==> src/rtl/seven_seg_scan_rx_pkg.sv <==
// Shared definitions for the 7-segment scan receiver: the active-low glyph table
// (single source of truth for encoder and receiver) and the decode result type.
package seven_seg_scan_rx_pkg;

  // Active-low patterns, bit6=g ... bit0=a; entry i is the glyph for hex value i.
  localparam logic [15:0][6:0] SEG_PAT = {
    7'h0E, 7'h06, 7'h21, 7'h46, 7'h03, 7'h08, 7'h10, 7'h00,
    7'h78, 7'h02, 7'h12, 7'h19, 7'h30, 7'h24, 7'h79, 7'h40
  };

  localparam logic [6:0] SEG_BLANK = 7'h7F;

  typedef struct packed {
    logic       legal;
    logic       blank;
    logic [3:0] nib;
  } seg_dec_t;

endpackage

==> src/rtl/seven_seg_scan_rx_if.sv <==
// Event stream port of the scan receiver: one {digit, value} per accepted transfer.
interface seven_seg_scan_rx_if #(
  parameter int DIG_W = 2
);
  logic             evt_valid;
  logic [DIG_W-1:0] evt_digit;
  logic [3:0]       evt_num;
  logic             evt_ready;

  modport master (output evt_valid, output evt_digit, output evt_num, input evt_ready);
  modport slave  (input evt_valid, input evt_digit, input evt_num, output evt_ready);
endinterface

==> src/rtl/seven_seg_pattern_decode.sv <==
// Combinational 7-segment pattern to hex decoder; flags blank and illegal glyphs.
module seven_seg_pattern_decode
  import seven_seg_scan_rx_pkg::*;
(
  input  logic [6:0] seg,
  output seg_dec_t   dec
);

  // Table match against the 16 legal glyphs.
  always_comb begin
    dec.legal = 1'b0;
    dec.blank = (seg == SEG_BLANK);
    dec.nib   = 4'h0;
    for (int i = 0; i < 16; i++) begin
      if (seg == SEG_PAT[4'(i)]) begin
        dec.legal = 1'b1;
        dec.nib   = 4'(i);
      end else begin
        dec.legal = dec.legal;
      end
    end
  end

endmodule

==> src/rtl/seven_seg_scan_rx.sv <==
// Receive side of a multiplexed 7-segment bus: synchronise, settle, sample once per
// strobe, debounce per digit, decode, and stream changed digits over a valid/ready slot.
module seven_seg_scan_rx
  import seven_seg_scan_rx_pkg::*;
#(
  parameter int NUM_DIGITS = 4,
  parameter int DIG_W      = 2,
  parameter int SETTLE     = 2,
  parameter int STABLE_CNT = 3
) (
  input  logic                    clk,
  input  logic                    reset_n,
  input  logic [6:0]              seg,
  input  logic [NUM_DIGITS-1:0]   dig_sel,
  output logic [4*NUM_DIGITS-1:0] num,
  output logic [NUM_DIGITS-1:0]   valid_mask,
  output logic [NUM_DIGITS-1:0]   err_mask,
  output logic                    sel_err,
  seven_seg_scan_rx_if.master     evt
);

  // Dwell saturates one past SETTLE so a held strobe is sampled exactly once.
  localparam int                 DWELL_W   = $clog2(SETTLE + 2);
  localparam logic [DWELL_W-1:0] DWELL_SAT = DWELL_W'(SETTLE + 1);
  localparam logic [DWELL_W-1:0] DWELL_HIT = DWELL_W'(SETTLE);
  localparam logic [3:0]         CNT_MAX   = 4'(STABLE_CNT);

  logic [6:0]                      seg_meta_r, seg_sync_r;
  logic [NUM_DIGITS-1:0]           dig_meta_r, dig_sync_r, dig_prev_r;
  logic [DWELL_W-1:0]              dwell_r, dwell_nxt_s;
  logic                            sample_s, multi_hot_s, good_sample_s;
  logic [NUM_DIGITS-1:0][6:0]      cand_r;
  logic [NUM_DIGITS-1:0][3:0]      cnt_r, num_r;
  logic [NUM_DIGITS-1:0]           valid_r, err_r, pend_r;
  logic [NUM_DIGITS-1:0]           hit_s, match_s, commit_s, pend_set_s, pend_clr_s;
  logic                            sel_err_r;
  seg_dec_t                        dec_s;
  logic [DIG_W-1:0]                ptr_r, pick_s;
  logic                            found_s, load_s;
  logic                            evt_valid_r;
  logic [DIG_W-1:0]                evt_digit_r;
  logic [3:0]                      evt_num_r;

  // Two-flop synchroniser for the segment and strobe lines.
  always_ff @(posedge clk or negedge reset_n) begin
    if (!reset_n) begin
      seg_meta_r <= SEG_BLANK;
      seg_sync_r <= SEG_BLANK;
      dig_meta_r <= '0;
      dig_sync_r <= '0;
    end else begin
      seg_meta_r <= seg;
      seg_sync_r <= seg_meta_r;
      dig_meta_r <= dig_sel;
      dig_sync_r <= dig_meta_r;
    end
  end

  // Dwell counting and sample qualification.
  always_comb begin
    if (dig_sync_r != dig_prev_r) begin
      dwell_nxt_s = DWELL_W'(1);
    end else if (dwell_r != DWELL_SAT) begin
      dwell_nxt_s = dwell_r + DWELL_W'(1);
    end else begin
      dwell_nxt_s = dwell_r;
    end
    multi_hot_s   = (dig_sync_r & (dig_sync_r - NUM_DIGITS'(1))) != '0;
    sample_s      = (dwell_nxt_s == DWELL_HIT) && (dig_sync_r != '0);
    good_sample_s = sample_s && !multi_hot_s;
  end

  // Dwell state and sticky strobe error.
  always_ff @(posedge clk or negedge reset_n) begin
    if (!reset_n) begin
      dig_prev_r <= '0;
      dwell_r    <= '0;
      sel_err_r  <= 1'b0;
    end else begin
      dig_prev_r <= dig_sync_r;
      dwell_r    <= dwell_nxt_s;
      if (sample_s && multi_hot_s) begin
        sel_err_r <= 1'b1;
      end
    end
  end

  seven_seg_pattern_decode u_decode (
    .seg (seg_sync_r),
    .dec (dec_s)
  );

  // Per-digit debounce match and commit detection; commit fires only on reaching the limit.
  always_comb begin
    for (int d = 0; d < NUM_DIGITS; d++) begin
      hit_s[d]      = good_sample_s && dig_sync_r[d];
      match_s[d]    = (seg_sync_r == cand_r[d]);
      commit_s[d]   = hit_s[d] && (match_s[d] ? (cnt_r[d] == CNT_MAX - 4'd1)
                                              : (CNT_MAX == 4'd1));
      pend_set_s[d] = commit_s[d] && dec_s.legal &&
                      (!valid_r[d] || (num_r[d] != dec_s.nib));
    end
  end

  // Round-robin pick of the next pending digit, starting at the pointer.
  always_comb begin
    found_s = 1'b0;
    pick_s  = '0;
    for (int i = 0; i < NUM_DIGITS; i++) begin
      if (!found_s && pend_r[DIG_W'((int'(ptr_r) + i) % NUM_DIGITS)]) begin
        found_s = 1'b1;
        pick_s  = DIG_W'((int'(ptr_r) + i) % NUM_DIGITS);
      end else begin
        found_s = found_s;
      end
    end
    load_s     = found_s && (!evt_valid_r || evt.evt_ready);
    pend_clr_s = load_s ? (NUM_DIGITS'(1) << pick_s) : '0;
  end

  // Candidate/count tracking, committed value state and pending flags.
  always_ff @(posedge clk or negedge reset_n) begin
    if (!reset_n) begin
      cand_r  <= {NUM_DIGITS{SEG_BLANK}};
      cnt_r   <= '0;
      num_r   <= '0;
      valid_r <= '0;
      err_r   <= '0;
      pend_r  <= '0;
    end else begin
      for (int d = 0; d < NUM_DIGITS; d++) begin
        if (hit_s[d]) begin
          if (!match_s[d]) begin
            cand_r[d] <= seg_sync_r;
            cnt_r[d]  <= 4'd1;
          end else if (cnt_r[d] != CNT_MAX) begin
            cnt_r[d] <= cnt_r[d] + 4'd1;
          end
        end
        if (commit_s[d]) begin
          if (dec_s.legal) begin
            num_r[d]   <= dec_s.nib;
            valid_r[d] <= 1'b1;
            err_r[d]   <= 1'b0;
          end else begin
            valid_r[d] <= 1'b0;
            err_r[d]   <= !dec_s.blank;
          end
        end
      end
      // A commit in the same cycle as a load re-arms the digit.
      pend_r <= (pend_r & ~pend_clr_s) | pend_set_s;
    end
  end

  // Event output slot.
  always_ff @(posedge clk or negedge reset_n) begin
    if (!reset_n) begin
      evt_valid_r <= 1'b0;
      evt_digit_r <= '0;
      evt_num_r   <= 4'h0;
      ptr_r       <= '0;
    end else if (load_s) begin
      evt_valid_r <= 1'b1;
      evt_digit_r <= pick_s;
      evt_num_r   <= num_r[pick_s];
      ptr_r       <= (int'(pick_s) == NUM_DIGITS - 1) ? '0 : pick_s + DIG_W'(1);
    end else if (evt.evt_ready) begin
      evt_valid_r <= 1'b0;
    end
  end

  assign num           = num_r;
  assign valid_mask    = valid_r;
  assign err_mask      = err_r;
  assign sel_err       = sel_err_r;
  assign evt.evt_valid = evt_valid_r;
  assign evt.evt_digit = evt_digit_r;
  assign evt.evt_num   = evt_num_r;

endmodule

==> src/flat_wrapper.sv <==
// flat-port wrapper written by rule: the top's interface ports become plain ports
module seven_seg_scan_rx_flat import seven_seg_scan_rx_pkg::*;
#(
  parameter int NUM_DIGITS = 4,
  parameter int DIG_W      = 2,
  parameter int SETTLE     = 2,
  parameter int STABLE_CNT = 3
)
  (clk, reset_n, seg, dig_sel, num, valid_mask, err_mask, sel_err, evt_evt_valid, evt_evt_digit, evt_evt_num, evt_evt_ready);
  seven_seg_scan_rx_if #(.DIG_W(DIG_W)) evt_i ();
  input  logic clk;
  input  logic reset_n;
  input  logic [6:0] seg;
  input  logic [NUM_DIGITS-1:0] dig_sel;
  output logic [4*NUM_DIGITS-1:0] num;
  output logic [NUM_DIGITS-1:0] valid_mask;
  output logic [NUM_DIGITS-1:0] err_mask;
  output logic sel_err;
  output wire logic [$bits(evt_i.evt_valid)-1:0] evt_evt_valid;
  output wire logic [$bits(evt_i.evt_digit)-1:0] evt_evt_digit;
  output wire logic [$bits(evt_i.evt_num)-1:0] evt_evt_num;
  input wire logic [$bits(evt_i.evt_ready)-1:0] evt_evt_ready;
  assign evt_evt_valid = evt_i.evt_valid;
  assign evt_evt_digit = evt_i.evt_digit;
  assign evt_evt_num = evt_i.evt_num;
  assign evt_i.evt_ready = evt_evt_ready;
  seven_seg_scan_rx #(.NUM_DIGITS(NUM_DIGITS), .DIG_W(DIG_W), .SETTLE(SETTLE), .STABLE_CNT(STABLE_CNT)) u_core (.clk(clk), .reset_n(reset_n), .seg(seg), .dig_sel(dig_sel), .num(num), .valid_mask(valid_mask), .err_mask(err_mask), .sel_err(sel_err), .evt(evt_i));
endmodule
==> config.mk <==
export PLATFORM = sky130hd
export DESIGN_NAME = seven_seg_scan_rx_flat
export DESIGN_NICKNAME = d
export VERILOG_FILES = /design/src/rtl/seven_seg_scan_rx_pkg.sv /design/src/rtl/seven_seg_scan_rx_if.sv /design/src/rtl/seven_seg_pattern_decode.sv /design/src/rtl/seven_seg_scan_rx.sv /design/src/flat_wrapper.sv
export SDC_FILE = /design/constraint.sdc
export NUM_CORES = 1
export LEC_CHECK = 0
export ABC_CLOCK_PERIOD_IN_PS = 1690
export CAP_MARGIN = 15
export CORE_MARGIN = 1
export CORE_UTILIZATION = 30
export DETAILED_ROUTE_END_ITERATION = 8
export GPL_TIMING_DRIVEN = 0
export PLACE_DENSITY = 0.57
export SLEW_MARGIN = 20
export SYNTH_ARGS = -nofsm -noshare
export SYNTH_HDL_FRONTEND = slang
export SYNTH_SLANG_ARGS = --single-unit
==> constraint.sdc <==
create_clock -name clk -period 1.69 [get_ports clk]
set_input_delay 0.2535 -clock clk [delete_from_list [all_inputs] [get_ports clk]]
set_output_delay 0.2535 -clock clk [all_outputs]
set_load 0.1 [all_outputs]
# Word-level counts from Yosys, hierarchy flattened
# Index checks and enable logic that the tools add are counted.
dict set report totals {
  reg_bits 110
  inputBits 14
  out_inout_bits 32
  wordCells 202
}
dict set report op_classes {
  add_sub_neg 10
  order_cmp 5
  eq_ne 34
  shifts 1
  n_mux 59
  bitwise_logic 8
  reduce_logical 53
}
# operator n
set ops {}
lappend ops {{$mux 4} 17}
lappend ops {{$eq 7x7->1 const B} 5}
lappend ops {{$mux 1} 30}
lappend ops {{$eq 7x7->1} 4}
lappend ops {{$reduce_and 2->1} 12}
lappend ops {{$logic_and 1x1->1} 23}
lappend ops {{$ne 4x4->1} 5}
lappend ops {{$add 4x1->4 const B} 4}
lappend ops {{$eq 4x2->1 const B} 4}
lappend ops {{$lt 2x4->1 const B} 4}
lappend ops {{$ne 4x2->1 const B} 4}
lappend ops {{$eq 7x5->1 const B} 2}
lappend ops {{$eq 7x6->1 const B} 2}
lappend ops {{$mux 2} 7}
lappend ops {{$logic_not 1->1} 10}
lappend ops {{$ne 2x2->1 const B} 5}
lappend ops {{$and 4x4->4} 2}
lappend ops {{$bmux 1 s2} 4}
lappend ops {{$bmux 4 s2} 1}
lappend ops {{$reduce_bool 4->1} 2}
lappend ops {{$eq 7x2->1 const B} 1}
lappend ops {{$add 2x1->2 const B} 3}
lappend ops {{$logic_or 1x1->1} 5}
lappend ops {{$add 2x2->2 const B} 2}
lappend ops {{other kinds (9)} 12}

# Longest topological paths before layout
# Gate-level depths: netlist (run 1).
dict set report depth {
  ltp_word 18
  depth_mapped 8
  ltp_nobuf 8
}

# Modules after synthesis
# A second synthesis (run 1) with hierarchy kept.
dict set report hier_totals {
  hier_cells 477
  hier_area_um2 5227.5
}
# mod instances cells_each area_each_um2 seq_area_each_um2
set by_module_without_submodules {}
lappend by_module_without_submodules {seven_seg_scan_rx 1 468 5171.2 2805.2}
lappend by_module_without_submodules {seven_seg_pattern_decode 1 9 56.3 0.0}

# Worst setup path after synthesis (run 1)
# OpenSTA, ideal clock, no wires.
dict set report synth_path {
  path_kind {reg2reg}
  from {reg u_core.seg_sync_r[2]}
  to {reg u_core.pend_r[1]}
  setup_time_ns 0.101
  t_arrival_ns 1.763
  required_ns 1.589
  setup_slack_ns -0.174
  stages_incl_launch_ff 7
  n_path_buf 2
  synth_period_minus_slack_ns 1.864
  path_cell_list {dfstp_2 clkbuf_1 xnor2_1 nand4_1 or3_1 clkbuf_2 o31ai_1}
}
dict set report synth_via {
  elab_chain_len 13
  elab_cells_between_ends 34
  classes_between {11 x eq/ne; 18 x mux; 1 x bitwise; 4 x reduce/logical}
}
# item line
set synth_rtl {}
lappend synth_rtl {{from (decl)} seven_seg_scan_rx.sv:28} ;# logic [6:0] seg_meta_r, seg_sync_r;
lappend synth_rtl {{from (signal assigned)} seven_seg_scan_rx.sv:53} ;# seg_sync_r <= seg_meta_r;
lappend synth_rtl {{$eq 7x7->1} seven_seg_pattern_decode.sv:15} ;# if (seg == SEG_PAT[4'(i)]) begin
lappend synth_rtl {{$mux 1} seven_seg_pattern_decode.sv:15}
lappend synth_rtl {{$mux 4 or $mux 1 (tied branches) (7 in a row)} seven_seg_pattern_decode.sv:15}
lappend synth_rtl {{$ne 4x4->1 or $mux 1 (tied branches)} {seven_seg_scan_rx.sv:101, seven_seg_pattern_decode.sv:15}}
lappend synth_rtl {{$logic_or 1x1->1 or $logic_and 1x1->1 (tied branches)} {seven_seg_scan_rx.sv:101, seven_seg_scan_rx.sv:100}}
lappend synth_rtl {{$logic_and 1x1->1 (*)} seven_seg_scan_rx.sv:100} ;# pend_set_s[d] = commit_s[d] && dec_s.legal &&
lappend synth_rtl {{$or 4x4->4 (*)} seven_seg_scan_rx.sv:152} ;# pend_r <= (pend_r & ~pend_clr_s) | pend_set_s;
lappend synth_rtl {{to (signal assigned)} seven_seg_scan_rx.sv:152}
lappend synth_rtl {{to (decl)} seven_seg_scan_rx.sv:34} ;# logic [NUM_DIGITS-1:0] valid_r, err_r, pend_r;
# Every way passes the cells marked *; elsewhere a longest branch is shown, timed or not.
# A chain may end at the register's enable or synchronous reset.

# Final worst setup path (run 1)
dict set report layout_path {
  from {reg u_core.dig_sync_r[2]}
  to {reg u_core.cnt_r[12] (netlist name)}
}
dict set report layout_via {
  elab_chain_len 7
  elab_cells_between_ends 12
  classes_between {1 x add/sub; 2 x eq/ne; 1 x mux; 1 x bitwise; 7 x reduce/logical}
}
# item line
set layout_rtl {}
lappend layout_rtl {{from (decl)} seven_seg_scan_rx.sv:29} ;# logic [NUM_DIGITS-1:0] dig_meta_r, dig_sync_r, dig_prev_r;
lappend layout_rtl {{from (signal assigned)} seven_seg_scan_rx.sv:55} ;# dig_sync_r <= dig_meta_r;
lappend layout_rtl {{$ne 4x4->1} seven_seg_scan_rx.sv:61} ;# if (dig_sync_r != dig_prev_r) begin
lappend layout_rtl {{$mux 2} seven_seg_scan_rx.sv:61}
lappend layout_rtl {{net u_core.dwell_nxt_s[0]} seven_seg_scan_rx.sv:30} ;# logic [DWELL_W-1:0] dwell_r, dwell_nxt_s;
lappend layout_rtl {{$eq 2x2->1} seven_seg_scan_rx.sv:69} ;# sample_s = (dwell_nxt_s == DWELL_HIT) && (dig_sync_r != '0);
lappend layout_rtl {{$logic_and 1x1->1} seven_seg_scan_rx.sv:69}
lappend layout_rtl {{$logic_and 1x1->1} seven_seg_scan_rx.sv:70} ;# good_sample_s = sample_s && !multi_hot_s;
lappend layout_rtl {{$logic_and 1x1->1} seven_seg_scan_rx.sv:96} ;# hit_s[d] = good_sample_s && dig_sync_r[d];
lappend layout_rtl {{$reduce_and 2->1 (no source line)} -}
lappend layout_rtl {{to (signal, indexed assignment)} seven_seg_scan_rx.sv:137} ;# cnt_r[d] <= cnt_r[d] + 4'd1;
lappend layout_rtl {{to (decl)} seven_seg_scan_rx.sv:33} ;# logic [NUM_DIGITS-1:0][3:0] cnt_r, num_r;
# The timed path passes the listed nets, and every way through them passes these cells.

==> metrics.csv, run 1 <==
metric,value,unit
crit_chain,xor2_2 > nor4_4 > buf_6 > nand2_4 > nand4b_1 > o31a_2,
synthFlopType,dfrtp_1,
routabilityCongestion,0.781,
grt_max_degree,58,
drtAntennaViolNets,0,
rsz0062_at_grt,true,
clock_path_buffers,2,
core_area,13300,um2
clk_pin_slew,0.07,ns
netlist_instances,363,
fp-row-count,42,
synth_most_common_cell,nand2_1,
yosysTopAreaCell,dfrtp_1,
cp.arrival,2.15,ns
whs,0.310,ns
synth_common_cells,"nand2_1 (46), dfrtp_1 (45), dfstp_2 (42)",
fmax,518,MHz
clockRootBuffer,clkbuf_16,
synthTopCellsByArea,"dfrtp_1 (27%), dfstp_2 (27%), mux2_2 (6.0%), xnor2_1 (6.0%), buf_4 (4.4%)",
fin_ws,-0.240,ns
internal_power,4.25,mW
vdd_drop_max,0.000490,V
hold_violations,0,
fill_cells,1265,
synthToLayoutAreaGrowth,33.1,%
ys_types,48,
overflow,0,
final_nets,463,
postSynth.asyncResetShare,1.00,
drv_slew,0,
grt_pass1_wl,13.7,mm
crit_path_end_kind,flip-flop,
synth_top_area_frac,0.274,
combPwrFrac,0.253,
tightestPinTransition,0.669,ns
maxCapViolations,0,
finalSetupViolCount,45,
cts_made_buffers,9,
die_w,119,um
synth_edf_count,0,
min_period_over_period,1.14,
routed-via-count,2825,
min_from,seg[2],
fin_setup_tns,-6.07,ns
power_leakage,2.30,nW
drt_wl_total,8.47,mm
seqPwrFrac,0.430,
fin_skew,0.00727,ns
drive_gt1_frac,0.462,
dr.pass1.iters,8,
netlist_area,4110,um2
synth-seq-cells,87,
switchingPower,2.08,mW
worstSetupStartpointType,flip-flop,
grt_pass1_vias,2850,
pin_count,46,
grt_util_all_layers,0.123,
htree_levels,3,
yosysWarningCount,0,
period_needed,1.93,ns
final_core_util,0.411,
place_inst,584,
maxSlewHeadroom,0.553,
final_cells,618,
io_buffers,41,
drt_iter0_markers,150,
synth.avg_cell_area,11.3,um2
drc,0,
violations,negative setup slack,
die_area,14200,um2
status,"complete, but fails checks",
n_antenna_cell,0,
crit_type,reg2reg,
startpoint,u_core.dig_sync_r[2],
yosysSeqAreaShare,0.543,
hpwl,5.18,mm
post-place-ws,-0.460,ns
wl_per_cell,13.7,um
vias_per_cell,4.57,
cp.required,1.91,ns
start_util,0.309,
holdCritPathClass,in2reg,
clkPwrFrac,0.317,
reg2reg_from,u_core.dig_sync_r[2],
worstPathMaxFanout,7,
slowest_delay,0.44,ns
antenna_found_initial,0,
die_h,119,um
cellPowerDensity,1160,nW/um2
slowest_stage,dfrtp_2,
cts_tree,built,
swShare,0.329,
cts.sinks,87,
clk_latency,0.34,ns
==> stage by stage <==
stage | area, um2 | power, mW
after floorplan | 4130 | 3.84
after global placement | 4760 | 4.16
after detailed placement | 4790 | 4.22
after CTS | 5300 | 6.30
after global routing | 5460 | 6.71
final | 5460 | 6.33
==> worst paths after layout <==
| check | to | slack (ns) | depth (start not counted) |
|---|---|---|---|
| worst max-delay path | u_core.cnt_r[12] | -0.24 | 6 |
| worst min-delay path | u_core.seg_meta_r[2] | 0.31 | 1 |
| worst max register to register | u_core.cnt_r[12] | -0.24 | 6 |
| worst min register to register | u_core.dig_sync_r[0] | 0.35 | 0 |
| max in group asynchronous | u_core.cand_r[27] | 0.64 | 3 |
| min in group asynchronous | u_core.dig_meta_r[2] | 0.39 | 2 |
==> cell families after synthesis <==
family / synth area share
AO/OA/AOI/OAI: 0.0860
other: 0.000913
XOR/XNOR: 0.0683
AND/OR/NAND/NOR: 0.133
flip-flops: 0.543
multiplexers: 0.0652
adder cells (fa/ha/maj): 0.0390
buffers and inverters: 0.0649
==> registers in the layout (all words and copies together), names as in the netlist <==
register and flops:
u_core.cnt_r 16, u_core.ptr_r 2, u_core.evt.evt_valid 1, u_core.evt.evt_num 1, u_core.seg_sync_r 7, u_core.pend_r 4
u_core.dig_prev_r 4, u_core.evt.evt_digit 2, u_core.cand_r 28, u_core.dwell_r 2, u_core.dig_meta_r 4, u_core.sel_err 1
u_core.num 4, u_core.seg_meta_r 7, u_core.dig_sync_r 4
==> critical path, delay by kind of cell (launching register included) <==
family          cells  cell delay [ns]
simple gates        3             0.64
buf+inv             1             0.17
flops               1             0.44
xor+xnor            1             0.17
compound gates      1             0.40
==> power groups by stage <==
stage          logic [mW]  clock network (mW)  registers [mW]
4_1_cts              1.53                2.07            2.70
5_1_grt              1.80                2.15            2.76
2_1_floorplan       0.914                   0            2.93
6_report             1.60                2.01            2.72
3_3_place_gp         1.46                   0            2.70
3_5_place_dp         1.50                   0            2.71
==> timing repair <==
action / CTS / global route
pin swaps: 14 / 10
resized for setup: 159 / 67
buffers inserted: 16 / 7
endpoints found under the hold margin: 10 / 0
endpoints found under the setup margin: 80 / 74
cloned: 2 / 1
hold buffers: 1 / 0
==> cell usage in the layout, fill, tap and decap left out, drive strengths merged, types with 5 or more instances in the layout <==
| cell type | synthesis | final |
|---|---|---|
| o31ai | 9 | 9 |
| mux2 | 22 | 22 |
| inv | 10 | 13 |
| xnor2 | 28 | 28 |
| ha | 12 | 12 |
| buf | 26 | 65 |
| nor2 | 13 | 13 |
| nand4 | 7 | 7 |
| nand2 | 46 | 46 |
| clkdlybuf4s50 | 0 | 12 |
| nand2b | 8 | 8 |
| dfstp | 42 | 42 |
| o21bai | 6 | 6 |
| nand3 | 11 | 11 |
| nor3b | 6 | 6 |
| dfrtp | 45 | 45 |
| clkbuf | 10 | 23 |
| o21ai | 14 | 14 |
| nor3 | 7 | 7 |
| clkdlybuf4s15 | 0 | 5 |
==> final cells by class <==
class                      instances  area, um2  share of cell area
sequential                        87       2230               0.409
multi-input combinational        233       1840               0.337
timing repair buffer              68        592               0.108
buffer                            28        243              0.0444
clock buffer                      10        229              0.0419
tap                              176        220              0.0403
clock inverter                     6       67.6              0.0124
inverter                          10       37.5             0.00687
==> metal layers <==
metal | share of wire | GRT usage | vias up
met1 | 0.43 | 0.143 | 1388
met5 | 0 | 0 | -
met3 | 0.034 | 0.0321 | 13
li1 | - | - | 1366
met2 | 0.51 | 0.211 | 58
met4 | 0.020 | 0.0554 | 0
Note: power is estimated with default switching activity, not from simulation.
==> run 2: changes to the inputs <==
--- a/config.mk
+++ b/config.mk
@@ -5,13 +5,14 @@
 export SDC_FILE = /design/constraint.sdc
 export NUM_CORES = 1
 export LEC_CHECK = 0
+export ABC_AREA = 1
 export ABC_CLOCK_PERIOD_IN_PS = 1690
 export CAP_MARGIN = 15
 export CORE_MARGIN = 1
 export CORE_UTILIZATION = 30
 export DETAILED_ROUTE_END_ITERATION = 8
 export GPL_TIMING_DRIVEN = 0
-export PLACE_DENSITY = 0.57
+export PLACE_DENSITY = 0.56
 export SLEW_MARGIN = 20
 export SYNTH_ARGS = -nofsm -noshare
 export SYNTH_HDL_FRONTEND = slang
==> run 2 against run 1 <==
  * The run still ends with negative setup slack left
  * Clock-buffer cell count is 1 lower
  * Area after synthesis is 13% higher
  * Non-clock buffer count is 51 higher
  * Final area is 20% higher
  * Worst hold slack worse by 0.0085 ns
  * Highest routed layer unchanged
==> metrics.csv, run 2 <==
metric,value,unit,change
violations,negative setup slack,,
htree_levels,3,,unchanged
cts_tree,built,,
power_leakage,2.96,nW,+29%
grt_pass1_wl,18.5,mm,+36%
fp-row-count,45,,+7.1%
min_from,seg[0],,
drv_slew,0,,unchanged
yosysTopAreaCell,dfrtp_1,,
reg_top3,"u_core.cand_r (28), u_core.cnt_r (16)",,
largest_register_ffs,28,,unchanged
synthToLayoutAreaGrowth,40.8,%,
whs_path_depth,1,,unchanged
worstPathMaxFanout,9,,+2
drc,0,,unchanged
routed-via-count,3847,,+36%
maxSlewHeadroom,0.562,,+0.00886
place_inst,752,,+29%
tightestPinTransition,0.657,ns,-0.0118 ns
netlist_instances,519,,+43%
synth_common_cells,"nand2_1 (159), nand4_1 (55), dfrtp_1 (45)",,
synth_most_common_cell,nand2_1,,
holdCritPathClass,in2reg,,
vias_per_cell,4.66,,+2.0%
rsz0062_at_grt,true,,
drt_iter0_markers,212,,+41%
vdd_drop_max,0.000772,V,+58%
final_cells,825,,+33%
grt_max_degree,51,,-12%
crit_path_end_kind,flip-flop,,
worstSetupStartpointType,flip-flop,,
routabilityCongestion,0.834,,+6.8%
ff2ff_setup_slack,-0.21,ns,+0.03 ns
wl_per_cell,13.6,um,-1.1%
reg2reg_from,u_core.dig_sync_r[3],,
clockRootBuffer,clkbuf_16,,
drtAntennaViolNets,0,,unchanged
hold_violations,0,,unchanged
grt_pass1_vias,3882,,+36%
cp.arrival,2.19,ns,+0.04 ns
cp.required,1.98,ns,+0.07 ns
maxCapViolations,0,,unchanged
ys_types,30,,-38%
yosysWarningCount,0,,unchanged
n_antenna_cell,0,,unchanged
clock_path_buffers,2,,unchanged
worstRegToRegCells,10,,+4
synthFlopType,dfrtp_1,,
dr.pass1.iters,6,,-2
die_h,127,um,+6.4%
overflow,0,,unchanged
synth_edf_count,0,,unchanged
fill_cells,1412,,+12%
postSynth.asyncResetShare,1.00,,unchanged
final_nets,658,,+42%
holdPathEnd,u_core.seg_meta_r[0],,
cts_made_buffers,9,,unchanged
fin_total_pwr,8.73,mW,+38%
clk_pin_slew,0.07,ns,about the same
die_area,16000,um2,+13%
start_util,0.307,,-0.00146
fmax,526,MHz,+1.4%
pin_count,46,,unchanged
synth.avg_cell_area,8.97,um2,-21%
synth-seq-cells,87,,unchanged
timing.rr.end,u_core.cnt_r[3],,
regMostFlops,u_core.cand_r,,
clk_latency,0.35,ns,about the same
cellPowerDensity,1330,nW/um2,+15%
io_buffers,41,,unchanged
cts.sinks,87,,unchanged
fin_ws,-0.213,ns,+0.0271 ns
finalSetupViolCount,55,,+22%
crit_type,reg2reg,,
die_w,127,um,+6.4%
yosysSeqAreaShare,0.479,,-0.0641
period_needed,1.90,ns,-0.0271 ns
fin_setup_tns,-9.03,ns,-2.96 ns
layout_commonest_cell,nand2_1,,
drive_gt1_frac,0.440,,-0.0220
synth_top_area_frac,0.242,,-0.0324
hpwl,6.57,mm,+27%
fin_skew,0.00835,ns,+0.00108 ns
mostFrequentLayoutCells,"nand2_1 (125), buf_4 (79), nand4_1 (55), dfrtp_1 (44), dfstp_2 (42)",,
drt_wl_total,11.2,mm,+32%
antenna_found_initial,0,,unchanged
min_period_over_period,1.13,,-0.0160
netlist_area,4650,um2,+13%
status,"complete, but fails checks",,
synthTopCellsByArea,"dfrtp_1 (24%), dfstp_2 (24%), nand2_1 (13%), nand4_1 (7.4%), xnor2_1 (6.6%)",,
grt_util_all_layers,0.147,,+0.0244
core_area,15100,um2,+14%
run 2: cell count changes in the layout (fill, tap and decap cells not counted), sizes merged, moves of 6 or more:
cell,previous run,this run
o21ai,14,7
nand2b,8,0
nor3,7,0
inv,13,43
nand4,7,55
xnor2,28,36
mux2,22,0
nor2,13,30
o31ai,9,0
nand2,46,161
buf,65,118
nand3,11,36
nor3b,6,0
run 2: cells by family after synthesis:
logic type,after synthesis,share of synthesized area
AO/OA/AOI/OAI,11,0.0129
other,1,0.000806
AND/OR/NAND/NOR,282,0.287
flip-flops,87,0.479
XOR/XNOR,40,0.0769
buffers and inverters,86,0.112
adder cells (fa/ha/maj),12,0.0323
run 2: what timing repair did:
item,in CTS,in global routing
resized for setup,216,44
pin swaps,22,31
endpoints found under the hold margin,25,0
hold buffers,1,0
gates cloned,4,3
setup buffers,43,16
setup endpoints to repair,84,67
run 2: per-stage QoR:
step / setup WS [ns] / hold WS [ns] / instance area, um2 / util
finish: -0.213 / 0.302 / 6550 / 0.433
global placement: -2.72 / 0.332 / 5350 / 0.353
detailed placement: -0.352 / 0.329 / 5360 / 0.354
global route: -0.317 / 0.282 / 6550 / 0.433
CTS: -0.141 / 0.287 / 6250 / 0.413
floorplan: 0.000621 / -0.0421 / 4700 / -
run 2: worst max-delay path, cell delays in order (launching register included):
cell	delay, ns
dfrtp_1	0.39
buf_6	0.13
xnor2_2	0.12
nand4_1	0.14
nor2_2	0.18
nand3_2	0.12
nor2_4	0.23
buf_12	0.20
clkbuf_16	0.16
nand4_1	0.08
nand2_1	0.08
run 2: worst max-delay path by stage:
stage | from | depth (start not counted) | slack, ns | to
CTS | u_core.ptr_r[0] | 13 | -0.14 | u_core.ptr_r[1]
floorplan | u_core.ptr_r[0] | 13 | 0.0006 | u_core.ptr_r[1]
finish | u_core.dig_sync_r[3] | 10 | -0.21 | u_core.cnt_r[3]
detailed placement | u_core.num[14] | 2 | -0.35 | num[13]
global route | u_core.dig_sync_r[3] | 10 | -0.32 | u_core.cand_r[18]
global placement | reset_n | 1 | -2.72 | u_core.dwell_r[0]
run 2: report_power, final:
group | total, mW | switching [mW] | internal (mW)
Sequential | 2.83 | 0.283 | 2.55
Combinational | 3.86 | 2.22 | 1.64
Clock | 2.04 | 0.972 | 1.06
run 2: per-layer routing:
metal,up-vias,GRT usage,part of all wire
met5,-,0,0
met4,0,0.0666,0.028
met3,24,0.0396,0.038
met2,83,0.249,0.51
met1,1854,0.176,0.43
li1,1886,-,-
run 2: area by class of cell:
type	instances	area, um2	share of cell area
clock inverters	7	81.3	0.0124
clock buffers	9	225	0.0344
plain buffers	42	392	0.0598
well taps	188	235	0.0359
repair inverters	1	6.26	0.000955
repair buffers	105	967	0.148
inverters	37	154	0.0235
flip-flops and latches	87	2230	0.340
multi-input cells	349	2260	0.345
==> run 3: changes to the inputs <==
--- a/config.mk
+++ b/config.mk
@@ -13,7 +13,10 @@
 export DETAILED_ROUTE_END_ITERATION = 8
 export GPL_TIMING_DRIVEN = 0
 export PLACE_DENSITY = 0.56
+export RECOVER_POWER = 50
+export REMOVE_ABC_BUFFERS = 1
 export SLEW_MARGIN = 20
 export SYNTH_ARGS = -nofsm -noshare
 export SYNTH_HDL_FRONTEND = slang
 export SYNTH_SLANG_ARGS = --single-unit
+export TNS_END_PERCENT = 5
==> run 3 against run 2 <==
  * The run still ends with negative setup slack left
  * Critical path type unchanged
  * Total power fell by 11%
  * Die area unchanged
  * Largest power group unchanged
  * Sequential share of layout area increased by 5.3 points
  * Final cell count decreased by 9.0%
  * Highest routed layer unchanged
  * Via count decreased by 7.0%
  * Clock power about the same
  * Critical endpoint is now u_core.pend_r[2]
  * Non-clock buffer count fell by 73
  * Sequential power about the same
  * Flip-flop and latch count stayed put
==> metrics.csv, run 3 (synthesis results as in run 2) <==
metric,value,unit,change
wl_per_cell,13.2,um,-2.4%
die_w,127,um,unchanged
grt_pass1_vias,3468,,-11%
drv_slew,0,,unchanged
min_period_over_period,1.13,,+0.00270
clk_latency,0.35,ns,about the same
cp.required,1.96,ns,-0.02 ns
crit_path_end_kind,flip-flop,,
clockRootBuffer,clkbuf_16,,
regMostFlops,u_core.cand_r,,
final_cells,751,,-9.0%
tightestPinTransition,1.28,ns,+0.625 ns
crit_top_cell,nand3_2,,
worstSetupStartpointType,flip-flop,,
fp-row-count,45,,unchanged
worstRegToRegCells,9,,-1
multi_input_area,2080,um2,-8.0%
pin_count,46,,unchanged
violations,negative setup slack,,
regArea,2250,um2,+0.73%
period_needed,1.91,ns,+0.00457 ns
fin_skew,0.00939,ns,+0.00104 ns
fmax,524,MHz,-0.24%
drive_gt1_frac,0.311,,-0.129
grt_util_all_layers,0.130,,-0.0176
slowest_stage,dfrtp_4,,
vias_per_cell,4.76,,+2.2%
vdd_drop_max,0.000720,V,-6.7%
die_h,127,um,unchanged
final_nets,584,,-11%
worstPathMaxFanout,5,,-4
die_area,16000,um2,unchanged
cts_tree,built,,
power_leakage,2.55,nW,-14%
dr.pass1.iters,4,,-2
clk_pin_slew,0.07,ns,about the same
rsz0062_at_grt,true,,
io_buffers,41,,unchanged
whs,0.348,ns,+0.0462 ns
status,"complete, but fails checks",,
fill_cells,1478,,+4.7%
hpwl,5.99,mm,-8.7%
largest_register_ffs,28,,unchanged
drt_iter0_markers,175,,-17%
maxSlewHeadroom,0.145,,-0.417
synthToLayoutAreaGrowth,22.8,%,
cts.sinks,87,,unchanged
drtAntennaViolNets,0,,unchanged
n_antenna_cell,0,,unchanged
cts_made_buffers,9,,unchanged
slowest_delay,0.52,ns,+0.13 ns
clock_path_buffers,2,,unchanged
maxCapViolations,0,,unchanged
start_util,0.307,,unchanged
layout_commonest_cell,nand2_1,,
routed-via-count,3578,,-7.0%
grt_max_degree,51,,unchanged
crit_type,reg2reg,,
overflow,0,,unchanged
reg_top3,"u_core.cand_r (28), u_core.cnt_r (16)",,
holdCritPathClass,reg2reg,,
finalSetupViolCount,54,,-1.8%
whs_path_depth,0,,-1
hold_violations,0,,unchanged
htree_levels,3,,unchanged
fin_setup_tns,-8.41,ns,+0.620 ns
routabilityCongestion,0.820,,-1.7%
final_core_util,0.378,,-0.0551
place_inst,705,,-6.3%
antenna_found_initial,0,,unchanged
fin_ws,-0.217,ns,-0.00457 ns
grt_pass1_wl,16.4,mm,-11%
core_area,15100,um2,unchanged
drt_wl_total,9.94,mm,-11%
drc,0,,unchanged
cp.arrival,2.18,ns,about the same
mostFrequentLayoutCells,"nand2_1 (150), nand4_1 (55), dfstp_2 (42), dfrtp_1 (39), xnor2_1 (32)",,
crit_chain,xnor2_2 > nand4_1 > nor2_2 > nand3_2 > nor2_4 > buf_6 > buf_16 > nand3_2 > o21ai_1,,
cellPowerDensity,1360,nW/um2,+1.7%
[run 3: changes by cell type in the layout (fill, tap and decap cells not counted), sizes merged]
| cell | delta |
|---|---|
| buf | -68 |
| clkbuf | -7 |
| clkdlybuf4s15 | +3 |
| clkdlybuf4s50 | -11 |
| dlygate4sd3 | +11 |
| inv | -2 |
[run 3: final timing paths]
path                                       from                       to  slack [ns]
max reg2reg                u_core.dig_sync_r[1]         u_core.pend_r[2]       -0.22
min                        u_core.dig_meta_r[0]     u_core.dig_sync_r[0]        0.35
max                        u_core.dig_sync_r[1]         u_core.pend_r[2]       -0.22
max in group asynchronous               reset_n     u_core.dig_sync_r[1]        0.03
min in group asynchronous               reset_n  u_core.evt.evt_digit[0]        0.72
min reg2reg                u_core.dig_meta_r[0]     u_core.dig_sync_r[0]        0.35
[run 3: per-layer routing]
layer / part of all wire / track usage / up-vias
li1: - / - / 1736
met1: 0.44 / 0.156 / 1733
met2: 0.49 / 0.227 / 95
met3: 0.045 / 0.0266 / 14
met4: 0.015 / 0.0510 / 0
met5: 0 / 0 / -
[run 3: critical path, delay by kind of cell, from the launching register on]
family                 cells  cell delay [ns]
AO/OA/AOI/OAI              1             0.15
XOR/XNOR                   1             0.17
buffers and inverters      2             0.29
flip-flops                 1             0.52
AND/OR/NAND/NOR            5             0.69
[run 3: layout make-up]
type / count / share of cell area
flip-flops and latches: 87 / 0.393
well taps: 188 / 0.0411
inverters: 37 / 0.0269
repair buffers: 74 / 0.119
multi-input cells: 349 / 0.364
clock buffers: 10 / 0.0438
clock inverters: 6 / 0.0123
[run 3: what timing repair did]
item	in CTS	in global routing
cloned	1	2
gates resized for setup	137	59
setup buffers	21	8
endpoints found under the setup margin	85	70
endpoints found under the hold margin	26	0
hold buffers	1	0
pin swaps	12	16
[run 3: power by group]
group,internal (mW),switching (mW)
logic,1.03,1.82
clock network,1.14,0.931
registers,2.55,0.275
[run 3: stage by stage]
step / cell area [um2] / power, mW / setup slack (ns)
floorplan: 4290 / 4.59 / -2.27
global route: 5720 / 8.28 / -0.351
detailed placement: 5010 / 5.16 / -0.948
finish: 5720 / 7.75 / -0.217
CTS: 5590 / 7.53 / -0.251
global placement: 4930 / 5.06 / -2.76
